<file path="src/rtl/ws2812_rx.sv">
// WS2812 single-wire NRZ receiver: decodes pulse widths into pixels, detects the
// latch low time, and forwards everything after the first LED_CNT pixels on dout.
module ws2812_rx #(
    parameter int CLK_SPEED     = 25_000_000,
    parameter int LED_CNT       = 1,
    parameter int CHANNELS      = 3,
    parameter int BITPERCHANNEL = 8,
    parameter int HIGH0_NS      = 400,
    parameter int HIGH1_NS      = 800,
    parameter int PERIOD_NS     = 1250,
    parameter int REFRESH_NS    = 50000
) (
    input  logic                                           clk,
    input  logic                                           reset_n,
    input  logic                                           din,
    output logic                                           dout,
    output logic [CHANNELS*BITPERCHANNEL-1:0]              pixel_o,
    output logic [((LED_CNT > 1) ? $clog2(LED_CNT) : 1)-1:0] pixel_idx,
    output logic                                           pixel_valid,
    output logic                                           frame_done,
    output logic                                           err
);

    function automatic int ns_to_cyc(input int ns);
        return int'((longint'(CLK_SPEED / 1000) * longint'(ns)) / 64'sd1_000_000);
    endfunction

    localparam int W           = CHANNELS * BITPERCHANNEL;
    localparam int IDX_W       = (LED_CNT > 1) ? $clog2(LED_CNT) : 1;
    localparam int THRESH      = ns_to_cyc((HIGH0_NS + HIGH1_NS) / 2);
    localparam int MIN_HIGH    = ns_to_cyc(HIGH0_NS / 2);
    localparam int MAX_HIGH    = ns_to_cyc(PERIOD_NS);
    localparam int REFRESH_CYC = ns_to_cyc(REFRESH_NS);
    localparam int CNT_W       = $clog2(REFRESH_CYC + 1);
    localparam int BIT_W       = $clog2(W + 1);
    localparam int PIX_W       = $clog2(LED_CNT + 1);

    localparam logic [CNT_W-1:0] THRESH_C  = CNT_W'(THRESH);
    localparam logic [CNT_W-1:0] MIN_C     = CNT_W'(MIN_HIGH);
    localparam logic [CNT_W-1:0] MAX_C     = CNT_W'(MAX_HIGH);
    localparam logic [CNT_W-1:0] REFRESH_C = CNT_W'(REFRESH_CYC);

    typedef enum logic [1:0] {SYNC, IDLE, HIGH, LOW} state_t;

    function automatic logic [CNT_W-1:0] sat_inc(input logic [CNT_W-1:0] v);
        return (&v) ? v : v + CNT_W'(1);
    endfunction

    state_t           state;
    logic             din_p0, din_p1, din_p2;
    logic             din_s, rise, fall;
    logic [CNT_W-1:0] cnt, cnt_inc;
    logic [BIT_W-1:0] bit_cnt;
    logic [PIX_W-1:0] pix_cnt;
    logic [W-1:0]     pixel_sr, shifted;
    logic             pass, got_bit, bit_val, last_bit;
    logic             viol, latch, bit_done;

    assign din_s    = din_p1;
    assign rise     = din_s & ~din_p2;
    assign fall     = ~din_s & din_p2;
    assign cnt_inc  = sat_inc(cnt);
    assign bit_val  = (cnt >= THRESH_C);
    assign shifted  = {bit_val, pixel_sr[W-1:1]};
    assign last_bit = (bit_cnt == BIT_W'(W - 1));

    // In HIGH, cnt is the running high time; in LOW/SYNC it is the running low time.
    always_comb begin
        viol     = 1'b0;
        latch    = 1'b0;
        bit_done = 1'b0;
        if (state == HIGH) begin
            viol     = fall ? (cnt < MIN_C) : (cnt_inc >= MAX_C);
            bit_done = fall && (cnt >= MIN_C);
        end
        if (state == LOW)
            latch = !rise && (cnt_inc >= REFRESH_C);
    end

    always_ff @(posedge clk or negedge reset_n) begin
        if (!reset_n) begin
            din_p0      <= 1'b0;
            din_p1      <= 1'b0;
            din_p2      <= 1'b0;
            state       <= SYNC;
            cnt         <= '0;
            bit_cnt     <= '0;
            pix_cnt     <= '0;
            pixel_sr    <= '0;
            pass        <= 1'b0;
            got_bit     <= 1'b0;
            dout        <= 1'b0;
            pixel_o     <= '0;
            pixel_idx   <= '0;
            pixel_valid <= 1'b0;
            frame_done  <= 1'b0;
            err         <= 1'b0;
        end else begin
            din_p0      <= din;
            din_p1      <= din_p0;
            din_p2      <= din_p1;
            dout        <= pass & din_s;
            pixel_valid <= 1'b0;
            frame_done  <= latch && got_bit;
            err         <= viol || (latch && (bit_cnt != '0));

            case (state)
                SYNC: begin
                    if (din_s)
                        cnt <= '0;
                    else if (cnt_inc >= REFRESH_C) begin
                        state <= IDLE;
                        cnt   <= '0;
                    end else
                        cnt <= cnt_inc;
                end
                IDLE: begin
                    if (rise) begin
                        state <= HIGH;
                        cnt   <= CNT_W'(1);
                    end
                end
                HIGH: begin
                    if (viol) begin
                        state <= SYNC;
                        cnt   <= '0;
                    end else if (bit_done) begin
                        state <= LOW;
                        cnt   <= CNT_W'(1);
                    end else
                        cnt <= cnt_inc;
                end
                LOW: begin
                    if (rise) begin
                        state <= HIGH;
                        cnt   <= CNT_W'(1);
                    end else if (latch) begin
                        state <= IDLE;
                        cnt   <= '0;
                    end else
                        cnt <= cnt_inc;
                end
                default: state <= SYNC;
            endcase

            // Once pass is set the chain owns the bits; we only note that traffic arrived.
            if (bit_done) begin
                got_bit <= 1'b1;
                if (!pass) begin
                    if (last_bit) begin
                        pixel_o     <= shifted;
                        pixel_idx   <= IDX_W'(pix_cnt);
                        pixel_valid <= 1'b1;
                        pixel_sr    <= '0;
                        bit_cnt     <= '0;
                        pix_cnt     <= pix_cnt + PIX_W'(1);
                        if (pix_cnt == PIX_W'(LED_CNT - 1))
                            pass <= 1'b1;
                    end else begin
                        pixel_sr <= shifted;
                        bit_cnt  <= bit_cnt + BIT_W'(1);
                    end
                end
            end

            if (viol || latch) begin
                bit_cnt  <= '0;
                pix_cnt  <= '0;
                pass     <= 1'b0;
                got_bit  <= 1'b0;
                pixel_sr <= '0;
            end
        end
    end

endmodule

</file>
<file path="config.mk">
export PLATFORM = sky130hd
export DESIGN_NAME = ws2812_rx
export DESIGN_NICKNAME = d
export VERILOG_FILES = /design/src/rtl/ws2812_rx.sv
export SDC_FILE = /design/constraint.sdc
export NUM_CORES = 1
export LEC_CHECK = 0
export ABC_CLOCK_PERIOD_IN_PS = 3250
export BUFFER_PORTS_ARGS = -buffer_cell sky130_fd_sc_hd__buf_2
export CORE_ASPECT_RATIO = 0.75
export CORE_UTILIZATION = 25
export CTS_CLUSTER_SIZE = 12
export DETAILED_ROUTE_END_ITERATION = 6
export GPL_TIMING_DRIVEN = 0
export HOLD_SLACK_MARGIN = 0.15
export PLACE_DENSITY_LB_ADDON = 0.08
export REMOVE_ABC_BUFFERS = 1
export SETUP_SLACK_MARGIN = 0.3
export SLEW_MARGIN = 20
export SYNTH_ARGS = -nofsm -noshare
export SYNTH_HDL_FRONTEND = slang
export SYNTH_SLANG_ARGS = --single-unit
export TNS_END_PERCENT = 100
</file>
<file path="constraint.sdc">
create_clock -name clk -period 3.25 [get_ports clk]
set_input_delay 0 -clock clk [delete_from_list [all_inputs] [get_ports clk]]
set_output_delay 0 -clock clk [all_outputs]
set_load 0.01 [all_outputs]
</file>
# Word-level counts from Yosys, hierarchy flattened
# Cells that the tools add are included.
[op_classes] n_addsub=3 magnitude_cmp=5 n_eq_ne=10 mux=43 bitwise=6 n_reduce_logical=16
[op_table] op="$mux W24" n=4
[op_table] op="$mux W11" n=8
[op_table] op="$pmux W11 S4" n=1
[op_table] op="$mux W5" n=4
[op_table] op="$mux W1" n=18
[op_table] op="$mux W2" n=7
[op_table] op="$add A11 B1 Y11 const B" n=1
[op_table] op="$ge A11 B11 Y1 const B" n=1
[op_table] op="$ge A11 B3 Y1 const B" n=1
[op_table] op="$ge A11 B4 Y1 const B" n=1
[op_table] op="$ge A11 B5 Y1 const B" n=1
[op_table] op="$lt A11 B3 Y1 const B" n=1
[op_table] op="$reduce_and A11 Y1" n=1
[op_table] op="$pmux W2 S4" n=1
[op_table] op="$ne A2 B2 Y1 const B" n=3
[op_table] op="$ne A3 B3 Y1 const B" n=2
[op_table] op="$reduce_and A3 Y1" n=2
[op_table] op="$add A5 B1 Y5 const B" n=1
[op_table] op="$eq A5 B5 Y1 const B" n=1
[op_table] op="$reduce_and A5 Y1" n=1
[op_table] op="$reduce_bool A5 Y1" n=1
[op_table] op="$eq A2 B2 Y1 const B" n=2
[op_table] op="$logic_and A1 B1 Y1" n=4
[op_table] op="$reduce_bool A2 Y1" n=2
[op_table] op="other kinds (9)" n=14
[totals] regBits=77 in_bits=3 out_inout_bits=29 word_cells=99

# Depth between registers and ports, before layout
# Gate-level depths: netlist of the first run.
[logic_depth] depth_word=8 mapped_depth=11 depth_no_buf=9

# Worst setup path before layout of the first run
# OpenSTA, ideal clock, no wires.
[synth_timing] path_type="register -> register" from="register cnt[0]" to="register pixel_sr[16]" setup_ps=121 arrival_ps=2503 required_time_ps=3129 setup_slack_ps=626 stages_incl_launch_ff=10 n_path_buf=1 period_less_slack_ps=2624 cell_sequence="dfrtp_1 -> ha_1 -> nand3_2 -> nor3_4 -> o21ai_2 -> or3b_1 -> o31a_4 -> o22ai_4 -> buf_6 -> a21oi_1"
[synth_via] elab_chain_cells=8 elab_cells_between_ends=18 classes_between="add/sub (1); order compare (4); eq/ne (1); mux (6); reduce/logical (6)"
[synth_lines] item="start: declaration" line_no="52" source="logic [CNT_W-1:0] cnt, cnt_inc;"
[synth_lines] item="start signal: assignment" line_no="115" source="cnt <= cnt_inc;"
[synth_lines] item="start signal: assignment" line_no="131" source="cnt <= cnt_inc;"
[synth_lines] item="start signal: assignment" line_no="141" source="cnt <= cnt_inc;"
[synth_lines] item="$add A11 B1 Y11 / $reduce_and A11 Y1 (equally long branches)" line_no="46" source="return (&v) ? v : v + CNT_W'(1);"
[synth_lines] item="$mux W11" line_no="46"
[synth_lines] item="$ge A11 B5 Y1 / $ge A11 B11 Y1 (equally long branches)" line_no="73, 77"
[synth_lines] item="$mux W1 / $logic_and A1 B1 Y1 (equally long branches)" line_no="73, 77"
[synth_lines] item="$mux W1 (on tied branches)" line_no="72, 76"
[synth_lines] item="$logic_or A1 B1 Y1" line_no="166" source="if (viol || latch) begin"
[synth_lines] item="$ne A2 B1 Y1 (no source line) / $reduce_bool A2 Y1 (equally long branches)"
[synth_lines] item="$reduce_and A2 Y1 (no source line)"
[synth_lines] item="end signal: assignment" line_no="160" source="pixel_sr <= shifted;"
[synth_lines] item="end: declaration" line_no="55" source="logic [W-1:0] pixel_sr, shifted;"
# Several ways; a longest one is shown, not always the timed one.
# A chain may end at the register's enable or synchronous reset.

# Worst setup path after layout of the first run
[layout_timing] from="register cnt[2]" to="register pix_cnt"
[layout_via] elab_chain_cells=8 elab_cells_between_ends=19 classes_between="add/sub (1); order compare (4); eq/ne (1); mux (6); reduce/logical (7)"
[layout_lines] item="$add A11 B1 Y11 / $reduce_and A11 Y1 (equally long branches)" line_no="46"
[layout_lines] item="$mux W11" line_no="46"
[layout_lines] item="$ge A11 B5 Y1 / $ge A11 B11 Y1 (equally long branches)" line_no="73, 77"
[layout_lines] item="$mux W1 / $logic_and A1 B1 Y1 (equally long branches)" line_no="73, 77"
[layout_lines] item="$mux W1 (on tied branches)" line_no="72, 76"
[layout_lines] item="$logic_or A1 B1 Y1" line_no="166"
[layout_lines] item="$ne A2 B1 Y1 (no source line) / $reduce_bool A2 Y1 (equally long branches)"
[layout_lines] item="$reduce_and A3 Y1 (no source line)"
[layout_lines] item="end signal: assignment" line_no="156" source="pix_cnt <= pix_cnt + PIX_W'(1);"
[layout_lines] item="end: declaration" line_no="54" source="logic [PIX_W-1:0] pix_cnt;"
# Several ways; a longest one is shown, not always the timed one.

==> results of run 1 <==
final timing paths:
kind,end,cells past startpoint,slack [ns]
min in group clk,din_p0,2,0.30
max in group asynchronous,pixel_o[4],3,2.77
hold / removal,din_p1,3,0.18
setup / recovery,pix_cnt,9,0.50
hold reg to reg,din_p1,0,0.35
setup reg to reg,pix_cnt,9,0.50
worst reg2reg max path: stages (launching register included):
cell	delay (ns)
sky130_fd_sc_hd__dfrtp_1	0.52
sky130_fd_sc_hd__o21ai_0	0.14
sky130_fd_sc_hd__and4b_1	0.29
sky130_fd_sc_hd__a211oi_2	0.47
sky130_fd_sc_hd__nor2b_4	0.28
sky130_fd_sc_hd__buf_6	0.21
sky130_fd_sc_hd__nand2_4	0.25
sky130_fd_sc_hd__inv_8	0.27
sky130_fd_sc_hd__xnor2_1	0.16
sky130_fd_sc_hd__nor2_1	0.05
stage by stage:
step	setup WS, ns	cell area, um^2	cells	power (uW)	utilization [%]
after detailed placement	-1.20	3920	583	1040	28.2
after global placement	-2.45	3870	581	1030	27.9
after floorplan	-0.467	3500	375	1000	-
final	0.497	4400	614	1980	31.7
after CTS	0.361	4350	610	2010	31.3
after global routing	0.248	4400	614	2060	31.7
area by class of cell:
class	instances	share of cell area, %
Multi-Input combinational cell	292	37.2
Timing Repair Buffer	47	7.34
Inverter	8	0.853
Clock buffer	10	5.43
Tap cell	175	4.98
Sequential cell	76	43.3
Clock inverter	6	0.910
cells in the mapped netlist (2+ instances only):
| cell type | n |
|---|---|
| sky130_fd_sc_hd__ha_1 | 5 |
| sky130_fd_sc_hd__nand3_1 | 29 |
| sky130_fd_sc_hd__clkbuf_1 | 11 |
| sky130_fd_sc_hd__a21o_1 | 2 |
| sky130_fd_sc_hd__inv_1 | 7 |
| sky130_fd_sc_hd__and3_1 | 5 |
| sky130_fd_sc_hd__nand2b_1 | 4 |
| sky130_fd_sc_hd__nor4_1 | 2 |
| sky130_fd_sc_hd__buf_6 | 3 |
| sky130_fd_sc_hd__a211oi_1 | 2 |
| sky130_fd_sc_hd__xor2_1 | 2 |
| sky130_fd_sc_hd__nor2_1 | 15 |
| sky130_fd_sc_hd__buf_2 | 7 |
| sky130_fd_sc_hd__a21oi_1 | 34 |
| sky130_fd_sc_hd__nor3b_1 | 2 |
| sky130_fd_sc_hd__o211ai_1 | 2 |
| sky130_fd_sc_hd__nor2b_1 | 2 |
| sky130_fd_sc_hd__o22ai_1 | 2 |
| sky130_fd_sc_hd__xnor2_1 | 5 |
| sky130_fd_sc_hd__nand4_1 | 2 |
| sky130_fd_sc_hd__a21oi_2 | 4 |
| sky130_fd_sc_hd__nand2_1 | 118 |
| sky130_fd_sc_hd__and2_1 | 2 |
| sky130_fd_sc_hd__nand4b_1 | 2 |
| sky130_fd_sc_hd__o31ai_1 | 2 |
| sky130_fd_sc_hd__nor3_1 | 7 |
| sky130_fd_sc_hd__mux2i_1 | 3 |
| sky130_fd_sc_hd__dfrtp_1 | 76 |
| sky130_fd_sc_hd__o21ai_0 | 13 |
registers in the layout, indices dropped and copies added, names as in the netlist, 2 cells and up:
signal / flops
pixel_o: 24
pixel_sr: 23
cnt: 11
bit_cnt: 5
state: 2
cells by family (layout without fill, tap and decap cells):
family	count (synthesis)	after routing	share of synthesized area, %
AO/OA/AOI/OAI	71	72	12.5
XOR/XNOR	7	7	1.70
adder cells (fa/ha/maj)	5	5	1.73
buffers and inverters	29	71	3.88
flip-flops	76	76	52.7
multiplexers	3	3	0.832
AND/OR/NAND/NOR	205	205	26.7
per-layer routing:
layer | vias up | routed length, um | part of all wire (%)
li1 | 1439 | - | -
met4 | 0 | 125 | 1.3
met5 | - | 0 | 0
met2 | 57 | 3910 | 41
met3 | 8 | 379 | 4.0
met1 | 1383 | 5050 | 53
what timing repair did:
action                     CTS  global route
resized for setup           10             5
hold endpoints to repair    77             0
gates cloned                 1             0
setup endpoints to repair   68            67
hold buffers                 3             0
pin swaps                    3             1
buffers inserted             7             3
report_power, final:
part | internal (uW) | switching, uW
clock network | 535 | 418
registers | 951 | 7.64
logic | 24.7 | 43.3
total | 1510 | 469
==> flow_summary.html, run 1 <==
<table>
<tr><th>Metric</th><th>Value</th></tr>
<tr><th colspan="2">Outcome</th></tr>
<tr><td>Status</td><td>completed</td></tr>
<tr><th colspan="2">Timing</th></tr>
<tr><td>Final Slew Violations</td><td>0</td></tr>
<tr><td>Unrepaired setup endpoints after global routing</td><td>true</td></tr>
<tr><td>Final critical-path share of the clock period</td><td>84.7%</td></tr>
<tr><td>Worst-Margin Slew</td><td>0.826 ns</td></tr>
<tr><td>Worst clock skew</td><td>0.00780 ns</td></tr>
<tr><td>Aggregate negative setup slack</td><td>0 ns</td></tr>
<tr><td>Final hold slack</td><td>0.175 ns</td></tr>
<tr><td>Worst slew margin relative to its limit</td><td>44.7%</td></tr>
<tr><td>Setup-violating endpoint count in the final report</td><td>0</td></tr>
<tr><td>Minimum clock period after layout</td><td>2.75 ns</td></tr>
<tr><td>Timing-limited maximum frequency</td><td>0.363 GHz</td></tr>
<tr><td>Number of hold-slack violations in the final timing report</td><td>0</td></tr>
<tr><th colspan="2">Die</th></tr>
<tr><td>Die ar.</td><td>14900 um^2</td></tr>
<tr><td>Top-Level Pins</td><td>32</td></tr>
<tr><td>Row Count</td><td>37</td></tr>
<tr><td>Die Width</td><td>141 um</td></tr>
<tr><td>Vertical die dimension</td><td>106 um</td></tr>
<tr><td>Core Box Area</td><td>13900 um^2</td></tr>
<tr><td>Initial core utilization</td><td>26.0%</td></tr>
<tr><th colspan="2">Route</th></tr>
<tr><td>Post-detailed-routing wire length</td><td>9.47 mm</td></tr>
<tr><td>Vias/cell</td><td>4.70</td></tr>
<tr><td>Mean routed wirelength per cell</td><td>15.4 um</td></tr>
<tr><td>Iteration-0 DRC Markers</td><td>167</td></tr>
<tr><td>Number of iterations in the first detailed-routing pass</td><td>4</td></tr>
<tr><td>Overall via count from detail_route</td><td>2887</td></tr>
<tr><td>Number of remaining DRC errors</td><td>0</td></tr>
<tr><td>Final ANT Viol Nets</td><td>0</td></tr>
<tr><th colspan="2">Worst setup path</th></tr>
<tr><td>Classification of the worst setup path</td><td>register to register</td></tr>
<tr><td>CP max-delay cell</td><td>sky130_fd_sc_hd__dfrtp_1</td></tr>
<tr><td>CP top delay family</td><td>simple AND/OR/NAND/NOR gates</td></tr>
<tr><td>Crit path buffers/inverters</td><td>2</td></tr>
<tr><td>Max incr delay on CP</td><td>0.52 ns</td></tr>
<tr><td>Worst-path maximum fanout</td><td>27</td></tr>
<tr><td>CP Capture Type</td><td>register</td></tr>
<tr><td>Crit path cell chain</td><td>o21ai_0 -&gt; and4b_1 -&gt; a211oi_2 -&gt; nor2b_4 -&gt; buf_6 -&gt; nand2_4 -&gt; inv_8 -&gt; xnor2_1 -&gt; nor2_1</td></tr>
<tr><td>Critical path origin</td><td>cnt[2]</td></tr>
<tr><td>Setup crit start kind</td><td>register</td></tr>
<tr><td>Arrival time reported for the critical path endpoint</td><td>2.98 ns</td></tr>
<tr><td>Worst reg2reg startpoint</td><td>cnt[2]</td></tr>
<tr><td>Crit path required time</td><td>3.48 ns</td></tr>
<tr><th colspan="2">Finish</th></tr>
<tr><td>Multi-input gate area in the final layout</td><td>1640 um^2</td></tr>
<tr><td>Layout cells sized above 1</td><td>20.0%</td></tr>
<tr><td>Count of inserted antenna diode cells</td><td>0</td></tr>
<tr><td>Area added between synthesis and finish</td><td>21.8%</td></tr>
<tr><td>Number of nets in the layout</td><td>442</td></tr>
<tr><td>Fill cells</td><td>1479</td></tr>
<tr><td>Area of all sequential standard cells</td><td>1900 um^2</td></tr>
<tr><td>Commonest non-fill, non-tap cell in the layout</td><td>sky130_fd_sc_hd__nand2_1</td></tr>
<tr><td>Highest-count cells in the layout ignoring fill and taps</td><td>117 x sky130_fd_sc_hd__nand2_1, 75 x sky130_fd_sc_hd__dfrtp_1, 34 x sky130_fd_sc_hd__a21oi_1, 30 x sky130_fd_sc_hd__buf_2, 29 x sky130_fd_sc_hd__nand3_1</td></tr>
<tr><th colspan="2">Global route</th></tr>
<tr><td>Total overflow reported by the global router</td><td>0</td></tr>
<tr><td>Met1 layer usage reported by global route</td><td>20.8%</td></tr>
<tr><td>Met2 global-route usage</td><td>19.3%</td></tr>
<tr><td>Largest net degree at the start of global routing</td><td>54</td></tr>
<tr><td>Met3 track demand over resource</td><td>3.51%</td></tr>
<tr><td>Overall Global Routing Usage</td><td>13.9%</td></tr>
<tr><td>First-pass GRT wire length</td><td>15.8 mm</td></tr>
<tr><td>Initial antenna violation count</td><td>0</td></tr>
<tr><td>Vias in the first global route</td><td>2847</td></tr>
<tr><td>Most heavily used metal layer in global routing</td><td>met1</td></tr>
<tr><th colspan="2">Place</th></tr>
<tr><td>Number of buffers inserted by port buffering</td><td>31</td></tr>
<tr><td>Global placer's final weighted congestion</td><td>0.784</td></tr>
<tr><td>HPWL Detailed</td><td>5.67 mm</td></tr>
<tr><th colspan="2">Synth</th></tr>
<tr><td>Share of synthesized flip-flops with an asynchronous set or reset</td><td>100%</td></tr>
<tr><td>Number of flops mapped to enable cells by yosys</td><td>0</td></tr>
<tr><td>Cell count after synthesis</td><td>396</td></tr>
<tr><td>Count of unique library cells instantiated by Yosys</td><td>55</td></tr>
<tr><td>Library cell occupying the most area in the post-synthesis netlist</td><td>sky130_fd_sc_hd__dfrtp_1</td></tr>
<tr><td>Count of state elements after synthesis</td><td>76</td></tr>
<tr><td>Mapped Area</td><td>3610 um^2</td></tr>
<tr><td>Top cells by area in the synthesized netlist</td><td>sky130_fd_sc_hd__dfrtp_1 53%, sky130_fd_sc_hd__nand2_1 12%, sky130_fd_sc_hd__a21oi_1 4.7%</td></tr>
<tr><td>Main flop type after synthesis</td><td>sky130_fd_sc_hd__dfrtp_1</td></tr>
<tr><td>Avg Synthesized Cell Area</td><td>9.12 um^2</td></tr>
<tr><td>Synth warnings</td><td>0</td></tr>
<tr><td>Seq/Total Area, Yosys</td><td>52.7%</td></tr>
<tr><td>Fraction of synthesized cell area taken by the top area cell type</td><td>52.7%</td></tr>
<tr><th colspan="2">Run</th></tr>
<tr><td>Max-capacitance violation count</td><td>0</td></tr>
<tr><th colspan="2">Pwr</th></tr>
<tr><td>Worst ir drop on vdd</td><td>0.216 mV</td></tr>
<tr><td>Leakage power total</td><td>0.00210 uW</td></tr>
<tr><td>Pwr per Cell Area</td><td>450 nW/um^2</td></tr>
<tr><th colspan="2">CTS</th></tr>
<tr><td>Clock latency on the worst-skew pair</td><td>0.34 ns</td></tr>
<tr><td># H-tree levels</td><td>3</td></tr>
<tr><td>Number of buffers added by the clock tree synthesis step</td><td>9</td></tr>
<tr><td>Clock tree from TritonCTS</td><td>done</td></tr>
<tr><td>Clock root buffer master</td><td>sky130_fd_sc_hd__clkbuf_16</td></tr>
<tr><td>Number of buffers on the longest clock path</td><td>2</td></tr>
<tr><td>Clock transition time at the flip-flop clock pins of the worst setup and hold paths</td><td>0.06 ns</td></tr>
<tr><td>Num Clock Sinks</td><td>76</td></tr>
<tr><th colspan="2">Hold path</th></tr>
<tr><td>Hold/Removal Path Class</td><td>primary input to async pin</td></tr>
</table>
(Power assumes the default switching activity.)
==> run 2, diff against run 1 <==
--- a/config.mk
+++ b/config.mk
@@ -5,7 +5,8 @@
 export SDC_FILE = /design/constraint.sdc
 export NUM_CORES = 1
 export LEC_CHECK = 0
-export ABC_CLOCK_PERIOD_IN_PS = 3250
+export ABC_AREA = 1
+export ABC_CLOCK_PERIOD_IN_PS = 2350
 export BUFFER_PORTS_ARGS = -buffer_cell sky130_fd_sc_hd__buf_2
 export CORE_ASPECT_RATIO = 0.75
 export CORE_UTILIZATION = 25
==> constraint.sdc (replaced) <==
create_clock -name clk -period 2.35 [get_ports clk]
set_input_delay 0 -clock clk [delete_from_list [all_inputs] [get_ports clk]]
set_output_delay 0 -clock clk [all_outputs]
set_load 0.01 [all_outputs]
==> flow_summary.html, run 2 <==
<table>
<tr><th>Metric</th><th>Value</th></tr>
<tr><th colspan="2">Synth</th></tr>
<tr><td>Seq/Total Area, Yosys</td><td>48.2% (-4.5 points)</td></tr>
<tr><td>Cell count after synthesis</td><td>484 (+22%)</td></tr>
<tr><td>Avg Synthesized Cell Area</td><td>8.16 um^2 (-11%)</td></tr>
<tr><td>Number of flops mapped to enable cells by yosys</td><td>0 (unchanged)</td></tr>
<tr><td>Dominant cell by count in the synthesized netlist</td><td>sky130_fd_sc_hd__nand2_1</td></tr>
<tr><td>Share of synthesized flip-flops with an asynchronous set or reset</td><td>100% (unchanged)</td></tr>
<tr><td>Library cell occupying the most area in the post-synthesis netlist</td><td>sky130_fd_sc_hd__dfrtp_1</td></tr>
<tr><td>Count of state elements after synthesis</td><td>76 (unchanged)</td></tr>
<tr><td>Top cells by area in the synthesized netlist</td><td>sky130_fd_sc_hd__dfrtp_1 48%, sky130_fd_sc_hd__nand2_1 17%, sky130_fd_sc_hd__nand3_2 6.1%</td></tr>
<tr><td>Main flop type after synthesis</td><td>sky130_fd_sc_hd__dfrtp_1</td></tr>
<tr><td>Synth warnings</td><td>0 (unchanged)</td></tr>
<tr><td>Mapped Area</td><td>3950 um^2 (+9.4%)</td></tr>
<tr><td>Top cells by instance count after synthesis</td><td>178 x sky130_fd_sc_hd__nand2_1, 76 x sky130_fd_sc_hd__dfrtp_1, 47 x sky130_fd_sc_hd__nand3_1</td></tr>
<tr><td>Count of unique library cells instantiated by Yosys</td><td>31 (-44%)</td></tr>
<tr><td>Fraction of synthesized cell area taken by the top area cell type</td><td>48.2% (-4.5 points)</td></tr>
<tr><th colspan="2">Finish</th></tr>
<tr><td>Highest-count cells in the layout ignoring fill and taps</td><td>165 x sky130_fd_sc_hd__nand2_1, 66 x sky130_fd_sc_hd__dfrtp_1, 43 x sky130_fd_sc_hd__nand3_1, 32 x sky130_fd_sc_hd__nand4_1, 32 x sky130_fd_sc_hd__buf_4</td></tr>
<tr><td>Top register by number of flip-flops</td><td>pixel_o</td></tr>
<tr><td>Number of nets in the layout</td><td>573 (+30%)</td></tr>
<tr><td>Count of inserted antenna diode cells</td><td>0 (unchanged)</td></tr>
<tr><td>Commonest non-fill, non-tap cell in the layout</td><td>sky130_fd_sc_hd__nand2_1</td></tr>
<tr><td>Area added between synthesis and finish</td><td>39.6%</td></tr>
<tr><td>Layout cells sized above 1</td><td>33.3% (+13 points)</td></tr>
<tr><td>Largest regs</td><td>pixel_o: 24 flops, pixel_sr: 23 flops, cnt: 11 flops</td></tr>
<tr><td>End-of-flow core utilization</td><td>36.0% (+4.3 points)</td></tr>
<tr><td>Number of flip-flops under the largest register name</td><td>24 (unchanged)</td></tr>
<tr><th colspan="2">Route</th></tr>
<tr><td>Final ANT Viol Nets</td><td>0 (unchanged)</td></tr>
<tr><td>Overall via count from detail_route</td><td>3546 (+23%)</td></tr>
<tr><td>Post-detailed-routing wire length</td><td>12.2 mm (+29%)</td></tr>
<tr><td>Iteration-0 DRC Markers</td><td>231 (+38%)</td></tr>
<tr><td>Mean routed wirelength per cell</td><td>15.8 um (+2.3%)</td></tr>
<tr><td>Vias/cell</td><td>4.58 (-2.7%)</td></tr>
<tr><td>Number of remaining DRC errors</td><td>0 (unchanged)</td></tr>
<tr><td>Number of iterations in the first detailed-routing pass</td><td>5 (+1)</td></tr>
<tr><th colspan="2">Die</th></tr>
<tr><td>Die ar.</td><td>16300 um^2 (+9.2%)</td></tr>
<tr><td>Die Width</td><td>147 um (+4.5%)</td></tr>
<tr><td>Initial core utilization</td><td>25.8% (-0.23 points)</td></tr>
<tr><td>Row Count</td><td>39 (+5.4%)</td></tr>
<tr><td>Top-Level Pins</td><td>32 (unchanged)</td></tr>
<tr><td>Core Box Area</td><td>15300 um^2 (+10%)</td></tr>
<tr><td>Vertical die dimension</td><td>111 um (+4.5%)</td></tr>
<tr><th colspan="2">Global route</th></tr>
<tr><td>Initial antenna violation count</td><td>0 (unchanged)</td></tr>
<tr><td>Largest net degree at the start of global routing</td><td>49 (-9.3%)</td></tr>
<tr><td>Vias in the first global route</td><td>3428 (+20%)</td></tr>
<tr><td>Overall Global Routing Usage</td><td>15.7% (+1.8 points)</td></tr>
<tr><td>Total overflow reported by the global router</td><td>0 (unchanged)</td></tr>
<tr><td>First-pass GRT wire length</td><td>19.6 mm (+25%)</td></tr>
<tr><th colspan="2">Place</th></tr>
<tr><td>Post-place setup slack</td><td>-1.08 ns (+0.120 ns)</td></tr>
<tr><td>Number of buffers inserted by port buffering</td><td>31 (unchanged)</td></tr>
<tr><td>HPWL Detailed</td><td>6.27 mm (+11%)</td></tr>
<tr><td>Global placer's final weighted congestion</td><td>0.765 (-2.4%)</td></tr>
<tr><th colspan="2">Worst setup path</th></tr>
<tr><td>Worst reg2reg startpoint</td><td>cnt[0]</td></tr>
<tr><td>CP Capture Type</td><td>register</td></tr>
<tr><td>R2R cell count</td><td>15 (+6)</td></tr>
<tr><td>Crit path required time</td><td>2.58 ns (-0.90 ns)</td></tr>
<tr><td>Worst-path maximum fanout</td><td>6 (-78%)</td></tr>
<tr><td>Worst reg2reg path endpoint</td><td>pixel_sr[21]</td></tr>
<tr><td>Arrival time reported for the critical path endpoint</td><td>2.49 ns (-0.49 ns)</td></tr>
<tr><td>Setup crit start kind</td><td>register</td></tr>
<tr><td>R2R setup slack</td><td>0.1 ns (-0.40 ns)</td></tr>
<tr><td>Classification of the worst setup path</td><td>register to register</td></tr>
<tr><th colspan="2">Pwr</th></tr>
<tr><td>Worst ir drop on vdd</td><td>0.329 mV (+52%)</td></tr>
<tr><td>Leakage power total</td><td>0.00275 uW (+31%)</td></tr>
<tr><td>Pwr per Cell Area</td><td>542 nW/um^2 (+20%)</td></tr>
<tr><td>Total power consumption of the routed design</td><td>2980 uW (+51%)</td></tr>
<tr><th colspan="2">Outcome</th></tr>
<tr><td>Status</td><td>completed</td></tr>
<tr><th colspan="2">Timing</th></tr>
<tr><td>Minimum clock period after layout</td><td>2.25 ns (-0.499 ns)</td></tr>
<tr><td>Number of hold-slack violations in the final timing report</td><td>0 (unchanged)</td></tr>
<tr><td>Timing-limited maximum frequency</td><td>0.444 GHz (+22%)</td></tr>
<tr><td>Worst-Margin Slew</td><td>0.741 ns (-0.0852 ns)</td></tr>
<tr><td>Final critical-path share of the clock period</td><td>95.9% (+11 points)</td></tr>
<tr><td>Final critical-path setup slack</td><td>0.0960 ns (-0.401 ns)</td></tr>
<tr><td>Worst slew margin relative to its limit</td><td>50.4% (+5.7 points)</td></tr>
<tr><td>Final Slew Violations</td><td>0 (unchanged)</td></tr>
<tr><td>Worst clock skew</td><td>0.00479 ns (-0.00302 ns)</td></tr>
<tr><td>Unrepaired setup endpoints after global routing</td><td>true</td></tr>
<tr><td>Setup-violating endpoint count in the final report</td><td>0 (unchanged)</td></tr>
<tr><th colspan="2">Run</th></tr>
<tr><td>Max-capacitance violation count</td><td>0 (unchanged)</td></tr>
<tr><th colspan="2">CTS</th></tr>
<tr><td>Clock tree from TritonCTS</td><td>done</td></tr>
<tr><td>Clock transition time at the flip-flop clock pins of the worst setup and hold paths</td><td>0.06 ns (about the same)</td></tr>
<tr><td>Number of buffers on the longest clock path</td><td>2 (unchanged)</td></tr>
<tr><td>Number of buffers added by the clock tree synthesis step</td><td>9 (unchanged)</td></tr>
<tr><td>Clock latency on the worst-skew pair</td><td>0.34 ns (about the same)</td></tr>
<tr><td>Clock root buffer master</td><td>sky130_fd_sc_hd__clkbuf_16</td></tr>
<tr><td># H-tree levels</td><td>3 (unchanged)</td></tr>
<tr><td>Num Clock Sinks</td><td>76 (unchanged)</td></tr>
<tr><th colspan="2">Hold path</th></tr>
<tr><td>Hold/Removal Path Class</td><td>primary input to async pin</td></tr>
</table>
-- run 2: changes by cell type after synthesis, moves of 7 or more --
cell	before	now
sky130_fd_sc_hd__nor3_1	7	0
sky130_fd_sc_hd__nand2_1	118	178
sky130_fd_sc_hd__nor2_1	15	25
sky130_fd_sc_hd__clkbuf_1	11	1
sky130_fd_sc_hd__nand3_1	29	47
sky130_fd_sc_hd__nand4_1	2	32
sky130_fd_sc_hd__inv_1	7	33
sky130_fd_sc_hd__nand3_2	1	24
sky130_fd_sc_hd__a21oi_1	34	6
-- run 2: layer usage --
metal	GRT usage (%)	wire length [um]
met5	0	0
met4	3.92	110
met3	3.29	413
met2	21.7	5210
met1	24.4	6490
-- run 2: area by class of cell --
class,instances,area (um^2)
timing repair inverter,1,7.51
multi-input combinational,356,2100
tap,205,256
timing repair buffer,84,756
inverter,37,155
fill,1630,9810
clock buffer,9,225
clock inverter,7,100
sequential,76,1910
-- run 2: per-stage QoR --
| step | setup TNS [ns] | cell area, um^2 | hold WS (ns) | instances |
|---|---|---|---|---|
| after floorplan | -77.70 | 3800 | -0.296 | 460 |
| after global placement | -185.42 | 4210 | 0.111 | 696 |
| after detailed placement | -56.58 | 4270 | -0.0191 | 698 |
| after CTS | 0 | 5380 | 0.155 | 768 |
| after global routing | -0.414 | 5510 | 0.199 | 775 |
| final | 0 | 5510 | 0.141 | 775 |
-- run 2: how the worst max path moves through the flow --
stage | from | endpoint | slack (ns)
after floorplan | cnt[4] | pixel_o[0] | -1.94
after global placement | cnt[4] | pixel_o[3] | -4.12
after detailed placement | cnt[0] | pixel_sr[23] | -1.08
after CTS | cnt[1] | pixel_sr[14] | 0.14
after global routing | cnt[0] | pixel_sr[14] | -0.05
final | cnt[0] | pixel_sr[21] | 0.1
-- run 2: critical path: stages, from the launching register on --
cell and delay [ns]:
sky130_fd_sc_hd__dfrtp_2 0.40, sky130_fd_sc_hd__ha_4 0.17, sky130_fd_sc_hd__inv_2 0.05, sky130_fd_sc_hd__nor2_4 0.18, sky130_fd_sc_hd__nand3_4 0.16, sky130_fd_sc_hd__a21boi_2 0.20, sky130_fd_sc_hd__nor2_1 0.13, sky130_fd_sc_hd__nand2_1 0.09
sky130_fd_sc_hd__nand2_2 0.12, sky130_fd_sc_hd__nand3_4 0.13, sky130_fd_sc_hd__nand2_8 0.13, sky130_fd_sc_hd__buf_6 0.10, sky130_fd_sc_hd__nor2_4 0.03, sky130_fd_sc_hd__buf_6 0.15, sky130_fd_sc_hd__nand3_2 0.05, sky130_fd_sc_hd__nand2_1 0.05
-- run 2: repair_timing --
item | 4_1_cts | 5_1_grt
setup buffers | 41 | 5
pin swaps | 21 | 10
cloned | 11 | 2
endpoints found under the setup margin | 72 | 71
endpoints found under the hold margin | 77 | 0
hold buffers | 2 | 0
resized for setup | 72 | 17
-- run 2: logic make-up after synthesis --
kind of cell,after synthesis,synth area share (%)
AO/OA/AOI/OAI,17,2.44
buffers and inverters,61,7.29
XOR/XNOR,4,0.888
AND/OR/NAND/NOR,321,39.6
flip-flops,76,48.2
adder cells (fa/ha/maj),5,1.58
-- run 2: power by group --
part / internal (uW) / leakage, uW / total (uW) / switching, uW
logic: 51.8 / 0.00157 / 129 / 77.7
clock network: 936 / 0.000148 / 1530 / 595
registers: 1320 / 0.00104 / 1330 / 9.41
==> run 3, diff against run 2 <==
--- a/config.mk
+++ b/config.mk
@@ -5,13 +5,12 @@
 export SDC_FILE = /design/constraint.sdc
 export NUM_CORES = 1
 export LEC_CHECK = 0
-export ABC_AREA = 1
 export ABC_CLOCK_PERIOD_IN_PS = 2350
-export BUFFER_PORTS_ARGS = -buffer_cell sky130_fd_sc_hd__buf_2
 export CORE_ASPECT_RATIO = 0.75
 export CORE_UTILIZATION = 25
 export CTS_CLUSTER_SIZE = 12
 export DETAILED_ROUTE_END_ITERATION = 6
+export DONT_BUFFER_PORTS = 1
 export GPL_TIMING_DRIVEN = 0
 export HOLD_SLACK_MARGIN = 0.15
 export PLACE_DENSITY_LB_ADDON = 0.08
==> flow_summary.html, run 3 (synthesis gave the netlist of run 1 again) <==
<table>
<tr><th>Metric</th><th>Value</th></tr>
<tr><th colspan="2">CTS</th></tr>
<tr><td>Clock tree from TritonCTS</td><td>done</td></tr>
<tr><td>Clock transition time at the flip-flop clock pins of the worst setup and hold paths</td><td>0.06 ns (about the same)</td></tr>
<tr><td>Number of buffers on the longest clock path</td><td>2 (unchanged)</td></tr>
<tr><td># H-tree levels</td><td>3 (unchanged)</td></tr>
<tr><td>Clock latency on the worst-skew pair</td><td>0.34 ns (about the same)</td></tr>
<tr><td>Clock root buffer master</td><td>sky130_fd_sc_hd__clkbuf_16</td></tr>
<tr><td>Number of buffers added by the clock tree synthesis step</td><td>9 (unchanged)</td></tr>
<tr><td>Num Clock Sinks</td><td>76 (unchanged)</td></tr>
<tr><th colspan="2">Route</th></tr>
<tr><td>Vias/cell</td><td>4.75 (+3.9%)</td></tr>
<tr><td>Total met3 wirelength after detailed routing</td><td>305 um (-26%)</td></tr>
<tr><td>Number of iterations in the first detailed-routing pass</td><td>4 (-1)</td></tr>
<tr><td>Post-detailed-routing wire length</td><td>10.5 mm (-15%)</td></tr>
<tr><td>Overall via count from detail_route</td><td>2932 (-17%)</td></tr>
<tr><td>Routed metal-1 wire length</td><td>5.51 mm (-15%)</td></tr>
<tr><td>Iteration-0 DRC Markers</td><td>140 (-39%)</td></tr>
<tr><td>Met2 Routed Length</td><td>4.48 mm (-14%)</td></tr>
<tr><td>Number of remaining DRC errors</td><td>0 (unchanged)</td></tr>
<tr><td>Final ANT Viol Nets</td><td>0 (unchanged)</td></tr>
<tr><td>Mean routed wirelength per cell</td><td>16.9 um (+7.3%)</td></tr>
<tr><td>Top layer in use</td><td>met4</td></tr>
<tr><th colspan="2">Timing</th></tr>
<tr><td>Worst slew margin relative to its limit</td><td>38.5% (-12 points)</td></tr>
<tr><td>Setup-violating endpoint count in the final report</td><td>46 (+46)</td></tr>
<tr><td>Worst-Margin Slew</td><td>0.919 ns (+0.178 ns)</td></tr>
<tr><td>Number of hold-slack violations in the final timing report</td><td>0 (unchanged)</td></tr>
<tr><td>Final Slew Violations</td><td>0 (unchanged)</td></tr>
<tr><td>Final critical-path share of the clock period</td><td>108% (+12 points)</td></tr>
<tr><td>Worst clock skew</td><td>0.00622 ns (+0.00143 ns)</td></tr>
<tr><td>Final critical-path setup slack</td><td>-0.188 ns (-0.284 ns)</td></tr>
<tr><td>Unrepaired setup endpoints after global routing</td><td>true</td></tr>
<tr><td>Aggregate negative setup slack</td><td>-7.01 ns (-7.01 ns)</td></tr>
<tr><td>Timing-limited maximum frequency</td><td>0.394 GHz (-11%)</td></tr>
<tr><td>Minimum clock period after layout</td><td>2.54 ns (+0.284 ns)</td></tr>
<tr><th colspan="2">Place</th></tr>
<tr><td>Number of buffers inserted by port buffering</td><td>0 (-100%)</td></tr>
<tr><td>Global placer's final weighted congestion</td><td>0.820 (+7.1%)</td></tr>
<tr><td>HPWL Detailed</td><td>5.45 mm (-13%)</td></tr>
<tr><td>Cell total after placement</td><td>551 (-21%)</td></tr>
<tr><th colspan="2">Global route</th></tr>
<tr><td>Vias in the first global route</td><td>3101 (-9.5%)</td></tr>
<tr><td>Overall Global Routing Usage</td><td>15.4% (-0.33 points)</td></tr>
<tr><td>Total overflow reported by the global router</td><td>0 (unchanged)</td></tr>
<tr><td>First-pass GRT wire length</td><td>17.2 mm (-12%)</td></tr>
<tr><td>Initial antenna violation count</td><td>0 (unchanged)</td></tr>
<tr><td>Largest net degree at the start of global routing</td><td>77 (+57%)</td></tr>
<tr><th colspan="2">Pwr</th></tr>
<tr><td>Clock network fraction of total power</td><td>49.8% (-1.5 points)</td></tr>
<tr><td>Pwr per Cell Area</td><td>595 nW/um^2 (+9.9%)</td></tr>
<tr><td>Switching share of power</td><td>23.7% (+0.86 points)</td></tr>
<tr><td>Internal power</td><td>2190 uW (-5.0%)</td></tr>
<tr><td>Worst ir drop on vdd</td><td>0.314 mV (-4.7%)</td></tr>
<tr><td>Total power consumption of the routed design</td><td>2870 uW (-4.0%)</td></tr>
<tr><td>Power share of the sequential group</td><td>46.2% (+1.8 points)</td></tr>
<tr><td>Comb power frac</td><td>4.0% (-0.3 points)</td></tr>
<tr><td>Switching power total</td><td>679 uW (-0.36%)</td></tr>
<tr><td>Leakage power total</td><td>0.00216 uW (-21%)</td></tr>
<tr><th colspan="2">Die</th></tr>
<tr><td>Core Box Area</td><td>13900 um^2 (-9.4%)</td></tr>
<tr><td>Initial core utilization</td><td>26.0% (+0.23 points)</td></tr>
<tr><td>Top-Level Pins</td><td>32 (unchanged)</td></tr>
<tr><td>Die ar.</td><td>14900 um^2 (-8.4%)</td></tr>
<tr><td>Row Count</td><td>37 (-5.1%)</td></tr>
<tr><td>Vertical die dimension</td><td>106 um (-4.3%)</td></tr>
<tr><td>Die Width</td><td>141 um (-4.3%)</td></tr>
<tr><th colspan="2">Worst setup path</th></tr>
<tr><td>Crit path buffers/inverters</td><td>1 (-2)</td></tr>
<tr><td>Crit path cell chain</td><td>ha_4 -&gt; nand3_4 -&gt; o211ai_1 -&gt; xnor2_1 -&gt; or3b_4 -&gt; o31a_4 -&gt; o22ai_4 -&gt; buf_6 -&gt; a21oi_2</td></tr>
<tr><td>Worst-path maximum fanout</td><td>8 (+2)</td></tr>
<tr><td>Max incr delay on CP</td><td>0.42 ns (+0.02 ns)</td></tr>
<tr><td>Worst reg2reg startpoint</td><td>cnt[1]</td></tr>
<tr><td>CP Capture Type</td><td>register</td></tr>
<tr><td>Crit path required time</td><td>2.58 ns (about the same)</td></tr>
<tr><td>CP top delay family</td><td>compound AO/OA/AOI/OAI gates</td></tr>
<tr><td>R2R cell count</td><td>9 (-6)</td></tr>
<tr><td>Arrival time reported for the critical path endpoint</td><td>2.77 ns (+0.28 ns)</td></tr>
<tr><td>R2R setup slack</td><td>-0.19 ns (-0.28 ns)</td></tr>
<tr><td>Setup crit start kind</td><td>register</td></tr>
<tr><td>Classification of the worst setup path</td><td>register to register</td></tr>
<tr><td>CP max-delay cell</td><td>sky130_fd_sc_hd__or3b_4</td></tr>
<tr><td>Worst reg2reg path endpoint</td><td>pixel_sr[1]</td></tr>
<tr><th colspan="2">Finish</th></tr>
<tr><td>Largest regs</td><td>pixel_o: 24 flops, pixel_sr: 23 flops, cnt: 11 flops</td></tr>
<tr><td>Number of flip-flops under the largest register name</td><td>24 (unchanged)</td></tr>
<tr><td>Top register by number of flip-flops</td><td>pixel_o</td></tr>
<tr><td>Final standard cell count with taps included and fillers excluded</td><td>617 (-20%)</td></tr>
<tr><td>Count of inserted antenna diode cells</td><td>0 (unchanged)</td></tr>
<tr><td>Area added between synthesis and finish</td><td>33.5%</td></tr>
<tr><td>Number of nets in the layout</td><td>445 (-22%)</td></tr>
<tr><td>Highest-count cells in the layout ignoring fill and taps</td><td>115 x sky130_fd_sc_hd__nand2_1, 69 x sky130_fd_sc_hd__dfrtp_1, 33 x sky130_fd_sc_hd__buf_4, 28 x sky130_fd_sc_hd__nand3_1, 21 x sky130_fd_sc_hd__a21oi_1</td></tr>
<tr><td>Commonest non-fill, non-tap cell in the layout</td><td>sky130_fd_sc_hd__nand2_1</td></tr>
<tr><td>Layout cells sized above 1</td><td>29.4% (-3.9 points)</td></tr>
<tr><th colspan="2">Outcome</th></tr>
<tr><td>Status</td><td>finished, violations left</td></tr>
<tr><td>Violations in the final reports</td><td>negative setup slack</td></tr>
<tr><th colspan="2">Run</th></tr>
<tr><td>Max-capacitance violation count</td><td>0 (unchanged)</td></tr>
<tr><th colspan="2">Hold path</th></tr>
<tr><td>Hold/Removal Path Class</td><td>primary input to async pin</td></tr>
</table>
[run 3: metrics by stage]
step | worst slack (ns) | hold WS (ns) | cell area, um^2 | util [%]
6_report | -0.188 | 0.189 | 4820 | 34.7
3_5_place_dp | -1.95 | -0.293 | 3730 | 26.9
2_1_floorplan | -1.37 | -0.296 | 3500 | -
3_3_place_gp | -3.35 | -0.293 | 3720 | 26.8
4_1_cts | -0.158 | 0.199 | 4670 | 33.6
5_1_grt | -0.287 | 0.210 | 4820 | 34.7
[run 3: power groups by stage]
stage	logic, uW	clock network [uW]	registers, uW
2_1_floorplan	37.4	0	1350
3_3_place_gp	46.8	0	1350
3_5_place_dp	47.1	0	1350
4_1_cts	110	1470	1320
5_1_grt	130	1530	1330
6_report	115	1430	1330
[run 3: worst reg2reg max path: stages (launching register included)]
cell and delay, ns:
sky130_fd_sc_hd__dfrtp_1 0.40, sky130_fd_sc_hd__ha_4 0.18, sky130_fd_sc_hd__nand3_4 0.12, sky130_fd_sc_hd__o211ai_1 0.30, sky130_fd_sc_hd__xnor2_1 0.17, sky130_fd_sc_hd__or3b_4 0.42, sky130_fd_sc_hd__o31a_4 0.40, sky130_fd_sc_hd__o22ai_4 0.20
sky130_fd_sc_hd__buf_6 0.19, sky130_fd_sc_hd__a21oi_2 0.04
[run 3: how the worst max path moves through the flow]
stage                 from          end  slack [ns]  cells past startpoint
finish              cnt[1]  pixel_sr[1]       -0.19                      9
global route        cnt[1]  pixel_sr[1]       -0.29                     11
CTS                 cnt[1]  pixel_sr[7]       -0.16                      9
detailed placement  cnt[7]      pix_cnt       -1.95                      8
global placement    cnt[0]      pix_cnt       -3.35                      8
floorplan           cnt[0]      pix_cnt       -1.37                      8
[run 3: timing repair]
| action | CTS | global route |
|---|---|---|
| pin swaps | 18 | 7 |
| gates cloned | 3 | 0 |
| gates resized for setup | 49 | 29 |
| hold endpoints to repair | 77 | 0 |
| buffers inserted | 39 | 4 |
| setup endpoints to repair | 72 | 72 |
| hold buffers | 3 | 0 |
[run 3: final cells by class]
| class | count | area [um^2] |
|---|---|---|
| clock buffers | 9 | 225 |
| fillers | 1430 | 9070 |
| clock inverters | 7 | 75.1 |
| flip-flops and latches | 76 | 1910 |
| inverters | 8 | 56.3 |
| repair buffers | 48 | 465 |
| multi-input cells | 294 | 1870 |
| well taps | 175 | 219 |
[run 3: routing by layer]
| layer | up-vias | GRT usage, % |
|---|---|---|
| li1 | 1439 | - |
| met1 | 1444 | 22.4 |
| met2 | 39 | 21.6 |
| met3 | 10 | 3.83 |
| met4 | 0 | 6.06 |
| met5 | - | 0 |
